File: src/rtl/pipe_phase_acc_if.sv
// Step-request / phase-result bundle for pipe_phase_acc.
interface pipe_phase_acc_if #(
    parameter int W = 32
);
    logic         en;
    logic         clr;
    logic [W-1:0] fcw;
    logic [W-1:0] init;
    logic [W-1:0] phase;
    logic         valid;
    logic         wrap;

    modport master (
        output en, clr, fcw, init,
        input  phase, valid, wrap
    );

    modport slave (
        input  en, clr, fcw, init,
        output phase, valid, wrap
    );
endinterface

File: src/rtl/pipe_phase_acc.sv
// Carry-segmented pipelined phase accumulator: segment k adds k cycles after
// capture, and output deskew realigns all segments to a latency of NSEG.
module pipe_phase_acc #(
    parameter int W   = 32,
    parameter int SEG = 8
) (
    input  logic            clk,
    input  logic            reset,
    pipe_phase_acc_if.slave bus
);
    localparam int NSEG = (SEG >= 1) ? (W / SEG) : 1;

    if (SEG < 1) begin : g_cfg_seg
        $error("pipe_phase_acc: SEG must be >= 1");
    end else if ((W % SEG) != 0) begin : g_cfg_div
        $error("pipe_phase_acc: W must be a multiple of SEG");
    end

    logic            step;
    logic [NSEG-1:0] step_sr;
    logic [NSEG-1:0] clr_sr;

    assign step = bus.en | bus.clr;

    // Bit i holds the step/clr qualifier delayed by i+1 cycles.
    always_ff @(posedge clk or negedge reset) begin
        if (!reset) begin
            step_sr <= '0;
            clr_sr  <= '0;
        end else begin
            step_sr <= NSEG'({step_sr, step});
            clr_sr  <= NSEG'({clr_sr, bus.clr});
        end
    end

    for (genvar k = 0; k < NSEG; k++) begin : g_seg
        localparam int D = NSEG - 1 - k;

        logic [SEG-1:0] f_k;
        logic [SEG-1:0] i_k;
        logic           st_k;
        logic           cl_k;
        logic           ci_k;
        logic [SEG-1:0] acc;
        logic           cy;
        logic [SEG:0]   sum;
        logic [SEG-1:0] out_k;

        if (k == 0) begin : g_in
            assign f_k  = bus.fcw[SEG-1:0];
            assign i_k  = bus.init[SEG-1:0];
            assign st_k = step;
            assign cl_k = bus.clr;
            assign ci_k = 1'b0;
        end else begin : g_in
            logic [k-1:0][SEG-1:0] f_sk;
            logic [k-1:0][SEG-1:0] i_sk;

            always_ff @(posedge clk or negedge reset) begin
                if (!reset) begin
                    f_sk <= '0;
                    i_sk <= '0;
                end else begin
                    f_sk <= (k*SEG)'({f_sk, bus.fcw[k*SEG +: SEG]});
                    i_sk <= (k*SEG)'({i_sk, bus.init[k*SEG +: SEG]});
                end
            end

            assign f_k  = f_sk[k-1];
            assign i_k  = i_sk[k-1];
            assign st_k = step_sr[k-1];
            assign cl_k = clr_sr[k-1];
            assign ci_k = g_seg[k-1].cy;
        end

        assign sum = {1'b0, acc} + {1'b0, f_k} + {{SEG{1'b0}}, ci_k};

        always_ff @(posedge clk or negedge reset) begin
            if (!reset) begin
                acc <= '0;
                cy  <= 1'b0;
            end else if (st_k) begin
                acc <= cl_k ? i_k : sum[SEG-1:0];
                cy  <= cl_k ? 1'b0 : sum[SEG];
            end
        end

        if (D == 0) begin : g_out
            assign out_k = acc;
        end else begin : g_out
            logic [D-1:0][SEG-1:0] ds;

            always_ff @(posedge clk or negedge reset) begin
                if (!reset) begin
                    ds <= '0;
                end else begin
                    ds <= (D*SEG)'({ds, acc});
                end
            end

            assign out_k = ds[D-1];
        end

        assign bus.phase[k*SEG +: SEG] = out_k;
    end

    // The last segment's carry already reads 0 for a clr step; the clr term
    // only makes the intent explicit.
    assign bus.valid = step_sr[NSEG-1];
    assign bus.wrap  = step_sr[NSEG-1] & ~clr_sr[NSEG-1] & g_seg[NSEG-1].cy;
endmodule

File: src/flat_wrapper.sv
// flat-port wrapper written by rule: the top's interface ports become plain ports
module pipe_phase_acc_flat 
#(
    parameter int W   = 32,
    parameter int SEG = 8
)
  (clk, reset, bus_en, bus_clr, bus_fcw, bus_init, bus_phase, bus_valid, bus_wrap);
  pipe_phase_acc_if #(.W(W)) bus_i ();
  input  logic clk;
  input  logic reset;
  input wire logic [$bits(bus_i.en)-1:0] bus_en;
  input wire logic [$bits(bus_i.clr)-1:0] bus_clr;
  input wire logic [$bits(bus_i.fcw)-1:0] bus_fcw;
  input wire logic [$bits(bus_i.init)-1:0] bus_init;
  output wire logic [$bits(bus_i.phase)-1:0] bus_phase;
  output wire logic [$bits(bus_i.valid)-1:0] bus_valid;
  output wire logic [$bits(bus_i.wrap)-1:0] bus_wrap;
  assign bus_i.en = bus_en;
  assign bus_i.clr = bus_clr;
  assign bus_i.fcw = bus_fcw;
  assign bus_i.init = bus_init;
  assign bus_phase = bus_i.phase;
  assign bus_valid = bus_i.valid;
  assign bus_wrap = bus_i.wrap;
  pipe_phase_acc #(.W(W), .SEG(SEG)) u_core (.clk(clk), .reset(reset), .bus(bus_i));
endmodule
File: config.mk
export PLATFORM = sky130hd
export DESIGN_NAME = pipe_phase_acc_flat
export DESIGN_NICKNAME = d
export VERILOG_FILES = /design/src/rtl/pipe_phase_acc_if.sv /design/src/rtl/pipe_phase_acc.sv /design/src/flat_wrapper.sv
export SDC_FILE = /design/constraint.sdc
export NUM_CORES = 1
export LEC_CHECK = 0
export ABC_AREA = 1
export CORE_UTILIZATION = 54
export CTS_BUF_LIST = sky130_fd_sc_hd__clkbuf_16
export DETAILED_ROUTE_END_ITERATION = 8
export GPL_TIMING_DRIVEN = 0
export PLACE_DENSITY = 0.84
export SLEW_MARGIN = 10
export SYNTH_ARGS = -nofsm -noshare
export SYNTH_HDL_FRONTEND = slang
export SYNTH_SLANG_ARGS = --single-unit
File: constraint.sdc
create_clock -name clk -period 2.2 [get_ports clk]
set_input_delay 0.66 -clock clk [delete_from_list [all_inputs] [get_ports clk]]
set_output_delay 0.66 -clock clk [all_outputs]
set_load 0.02 [all_outputs]
==> After elaboration in Yosys (flattened, before gate mapping) <==
Index checks and enable logic that the tools add are counted.
{ "word_totals": {"ff_bits": 188, "latch_bits": 0, "ramBits": 0, "mem_bits_ro": 0, "input_bits": 68, "output_inout_bits": 34, "elab_cells": 47, "memories": 0} }
{ "op_classes": {"addsub": 7, "multipliers": 0, "div_mod_pow": 0, "order_cmp": 0, "eq_ne": 0, "shifts": 0, "n_mux": 8, "bitwise": 4, "n_reduce_logical": 0} }
{ "op_table": {"columns": ["cell", "n"], "rows": [
  ["$add A8 B8 Y9", 4],
  ["$mux W8", 4],
  ["$add A9 B1 Y9", 3],
  ["$mux W1", 4],
  ["$and A1 B1 Y1", 2],
  ["$not A1 Y1", 1],
  ["$or A1 B1 Y1", 1]
]} }

==> Logic depth before layout (Yosys ltp) <==
{ "depth": {"depth_word": 3, "depth_mapped": 12, "ltp_nobuf": 12} }

==> Worst setup path after synthesis <==
No wires, ideal clock.
{ "synth_timing": {"path_type": "input to register", "from": "in bus_fcw[0]", "to": "reg u_core.g_seg[0].acc[6]", "setup_time_ns": 0.121, "arrival_ns": 1.705, "t_required_ns": 2.079, "setup_slack_ns": 0.374, "stages": 9, "path_buffers": 0, "path_cell_list": "ha_1 inv_1 fa_1 o21ai_2 nand2_1 nand2_1 nand2_1 nand3_1 nand2_1"} }
{ "synth_via": {"elab_chain_cells": 2} }
{ "synth_rtl": {"columns": ["item", "line", "source"], "rows": [
  ["start: declaration", "flat_wrapper.sv:13", "input wire logic [$bits(bus_i.fcw)-1:0] bus_fcw;"],
  ["$add A8 B8 Y9", "pipe_phase_acc.sv:76", "assign sum = {1'b0, acc} + {1'b0, f_k} + {{SEG{1'b0}}, ci_k};"],
  ["$mux W8", "pipe_phase_acc.sv:83", "acc <= cl_k ? i_k : sum[SEG-1:0];"],
  ["end signal: assignment", "pipe_phase_acc.sv:83", null],
  ["end: declaration", "pipe_phase_acc.sv:44", "logic [SEG-1:0] acc;"]
]} }
No other way between the ends.
A chain may end at the register's enable or synchronous reset.

==> Worst setup path in the final report <==
{ "layout_timing": {"from": "reg u_core.g_seg[0].g_out.ds, in the netlist u_core.g_seg[0].out_k[0]", "to": "out bus_phase[0]"} }
{ "layout_rtl": {"columns": ["item", "line", "source"], "rows": [
  ["start: declaration", "pipe_phase_acc.sv:91", "logic [D-1:0][SEG-1:0] ds;"],
  ["start signal: assignment", "pipe_phase_acc.sv:97", "ds <= (D*SEG)'({ds, acc});"],
  ["end: declaration", "flat_wrapper.sv:15", "output wire logic [$bits(bus_i.phase)-1:0] bus_phase;"]
]} }
No word-level cell between the ends.

==> results list <==
- For the pin with the worst max-slew slack, the measured transition is 0.669 ns.
* Via count of the first global-routing pass: 4648
* Cell internal power dissipation: 6.14 mW
* Sequential power share: 47.2%
- Root buf cell: sky130_fd_sc_hd__clkbuf_16
- Unrepaired setup endpoints after global routing: no
- Fraction of the yosys area taken by sequential cells: 66.4%
* Max capacitance violation total: 0
* Proportion of power drawn by the clock network: 30.6%
- Buffers inserted to repair hold after CTS numbered 0.
- The library cells used most frequently in the layout, excluding fill and tap cells, are sky130_fd_sc_hd__dfrtp_1, sky130_fd_sc_hd__nand2_1, sky130_fd_sc_hd__clkdlybuf4s50_1, sky130_fd_sc_hd__inv_1, sky130_fd_sc_hd__nor2_1.
- Power spread over the standard cell area amounts to 972 nW/um2.
- Synthesis handed over a netlist of 621 instances.
- Share of synthesized flip-flops with an asynchronous set or reset: 100%
- STA puts the critical path data required time at 1.54 ns.
* Synthesized area per cell: 11.4 um2
* Vias after detailed routing: 4663
* Finished Core Util: 69.6%
- Largest voltage drop on the vdd net: 0.000575 V
- Mapped cell area: 7080 um2
- Via-per-instance ratio: 5.04
- Effective utilization at floorplan: 55.7%
- Placeable Area: 12700 um2
- Clock-pin slew on the worst setup and hold paths: 0.06 ns
- The clock passes through at most 2 buffers.
- Max Fanout on Critical Path: 1
- The worst pin sits at a relative slew slack of 55.4%.
- The worst hold path belongs to the class input port to asynchronous set/reset pin.
- Beginning of the critical path: u_core.g_seg[0].out_k[0]
- Relative to the synthesized area, the layout overhead comes to 24.9%.
* Lkg Pwr: 4.28 nW
* Post-synth cell types: 31
* Detailed-router iteration count before antenna repair: 5
- Hold Violations, Final: 0
- The count of nets left with antenna violations once routing finished came out at 0.
- Synthesized net count: 725
- The run finished with clean final reports.
- For this design the total switching power over the nets is 2.46 mW.
- CTS built an H-tree with a depth of 4.
* PortBufs: 101
- In the post-synthesis netlist, the biggest area contributors are sky130_fd_sc_hd__dfrtp_1, sky130_fd_sc_hd__nand2_1, sky130_fd_sc_hd__ha_1.
- CP Launch Type: register
* Antenna cells: 0
* Number of design-rule violations left by the first detailed-router iteration: 376
- For the worst setup path, the data arrival time is 1.47 ns.
- For the finished layout, the period the worst path requires is 2.13 ns.
- Switching power share of the total: 28.6%
- Of the cells placed in the final design, the portion with a size suffix greater than 1 is 10.1%.
* All-Layer GR Usage: 20.9%
- Share of total power in combinational logic: 22.2%
- # DRC: 0
- Drt wl/cell: 14.1 um
* Leading register cell type out of synthesis: sky130_fd_sc_hd__dfrtp_1
- Clk_skew: 0.00869 ns
* DIE AREA: 13600 um2
- Leaving out fill and tap cells, the most frequent cell in the layout is sky130_fd_sc_hd__dfrtp_1.
- Chip height: 117 um
- Yosys reg bits: 188
- The Yosys step of the flow raised 0 warnings.
- Adding up every negative setup slack in the final design gives 0 ns.
- Clock insertion delay at the later pin of the skew report: 0.43 ns
* Final setup violation count: 0
- Detailed Route WL: 13000 um
- Antenna violations before repair: 0
- Max Clk Rate: 470 MHz
- Maximum number of pins on one net before global-route repair: 100
- The critical path in this run is classified as register to output pin.
- Max Transition Viols Final: 0
* Global-route wire length before repair: 21200 um
- Detailed placement ended at an HPWL of 9070 um.
* Setup crit end kind: output pin
- Overflow after GRT: 0
- The initialized floorplan defines 41 standard-cell rows.
- Counting flops with a built-in enable in the synthesized netlist gives 0.
- Of the post-synthesis cell area, the dominant cell type holds 66.4%.
- The floorplan step set the die width to 117 um.
* Inserted Clock Buffers: 17
* Leading area contributor after synthesis: sky130_fd_sc_hd__dfrtp_1
- In this run the critical register-to-register path is launched from u_core.g_seg[2].acc[0].
- The tree built by TritonCTS fans out to 188 sinks.
- Dividing the final minimum period by the clock period gives 96.8%.
- Number of nets in the layout: 846
* Number of top-level pins: 102
- Final GP Congestion: 0.902
* CTS tree: yes
stage by stage:
stage | power [mW] | setup slack [ns] | instance area (um2) | hold WS (ns) | instances
2_1_floorplan | 5.27 | 0.374 | 7080 | 0.331 | 621
3_3_place_gp | 5.88 | -6.67 | 8310 | 0.331 | 894
3_5_place_dp | 6.01 | -0.245 | 8340 | 0.335 | 895
4_1_cts | 8.66 | 0.0551 | 8850 | 0.245 | 926
5_1_grt | 9.06 | 0.0173 | 8850 | 0.278 | 926
6_report | 8.60 | 0.0714 | 8850 | 0.222 | 926
critical path, cell delays in order, from the launching register on:
cell and delay, ns:
sky130_fd_sc_hd__dfrtp_1 0.34, sky130_fd_sc_hd__buf_4 0.11, sky130_fd_sc_hd__clkdlybuf4s50_1 0.59
cell type report:
class | count | area (um2)
clock inverter | 14 | 83.8
tap | 172 | 215
buffer | 23 | 169
timing repair buffer | 102 | 1040
clock buffer | 17 | 425
sequential | 188 | 4700
inverter | 55 | 206
multi-input combinational | 355 | 2000
fill | 896 | 3870
worst paths after layout:
| check | cells past startpoint | slack (ns) | end |
|---|---|---|---|
| worst max register to register | 12 | 0.28 | u_core.g_seg[2].acc[6] |
| worst max-delay path | 2 | 0.07 | bus_phase[0] |
| worst min register to register | 0 | 0.35 | u_core.g_seg[3].g_in.i_sk[9] |
| max in group asynchronous | 2 | 1.13 | u_core.g_seg[0].g_out.ds[5] |
| worst min-delay path | 1 | 0.22 | u_core.g_seg[2].g_out.ds[6] |
| min in group clk | 0 | 0.35 | u_core.g_seg[3].g_in.i_sk[9] |
power groups by stage:
| stage | combinational, mW | sequential [mW] | clock (mW) |
|---|---|---|---|
| detailed placement | 1.89 | 4.12 | 0 |
| global route | 2.13 | 4.10 | 2.83 |
| CTS | 1.91 | 4.06 | 2.70 |
| global placement | 1.78 | 4.10 | 0 |
| finish | 1.91 | 4.06 | 2.63 |
| floorplan | 1.13 | 4.13 | 0 |
logic make-up after synthesis:
family | synth area share (%)
simple gates | 15.2
flops | 66.4
buf+inv | 5.30
compound gates | 5.69
fa+ha+maj | 7.10
xor+xnor | 0.247
flip-flops by register name, indices dropped and copies added (netlist names):
name,flops
u_core.g_seg.g_in.f_sk,24
u_core.g_seg.acc,32
u_core.g_seg.cy,4
u_core.clr_sr,4
u_core.g_seg.g_in.i_sk,32
u_core.g_seg.out_k,16
u_core.g_seg.i_k,16
u_core.g_seg.f_k,24
u_core.step_sr,4
u_core.g_seg.g_out.ds,32
metal layers:
metal | up-vias | GRT usage [%] | part of all wire [%]
li1 | 2217 | - | -
met1 | 2273 | 24.4 | 41
met2 | 153 | 36.6 | 52
met3 | 20 | 5.35 | 5.5
met4 | 0 | 9.15 | 1.6
met5 | - | 0 | 0
cell usage after synthesis, types with 3 or more instances:
cell	count
sky130_fd_sc_hd__ha_1	29
sky130_fd_sc_hd__a22oi_1	5
sky130_fd_sc_hd__nand4_1	4
sky130_fd_sc_hd__dfrtp_1	188
sky130_fd_sc_hd__o21a_1	6
sky130_fd_sc_hd__buf_2	4
sky130_fd_sc_hd__a21oi_2	3
sky130_fd_sc_hd__nand2_1	138
sky130_fd_sc_hd__fa_1	7
sky130_fd_sc_hd__inv_1	55
sky130_fd_sc_hd__nand2_2	3
sky130_fd_sc_hd__buf_4	18
sky130_fd_sc_hd__nand3_1	40
sky130_fd_sc_hd__and2_4	3
sky130_fd_sc_hd__or2_4	3
sky130_fd_sc_hd__a21oi_1	36
sky130_fd_sc_hd__o21ai_0	13
sky130_fd_sc_hd__or2_2	5
sky130_fd_sc_hd__nor2_1	44
sky130_fd_sc_hd__nand3_2	3
repair_timing:
action                                  CTS  global route
gates resized for setup                   1             0
setup buffers                             0             0
endpoints found under the setup margin    1             0
Power figures use the tool's default switching activity.
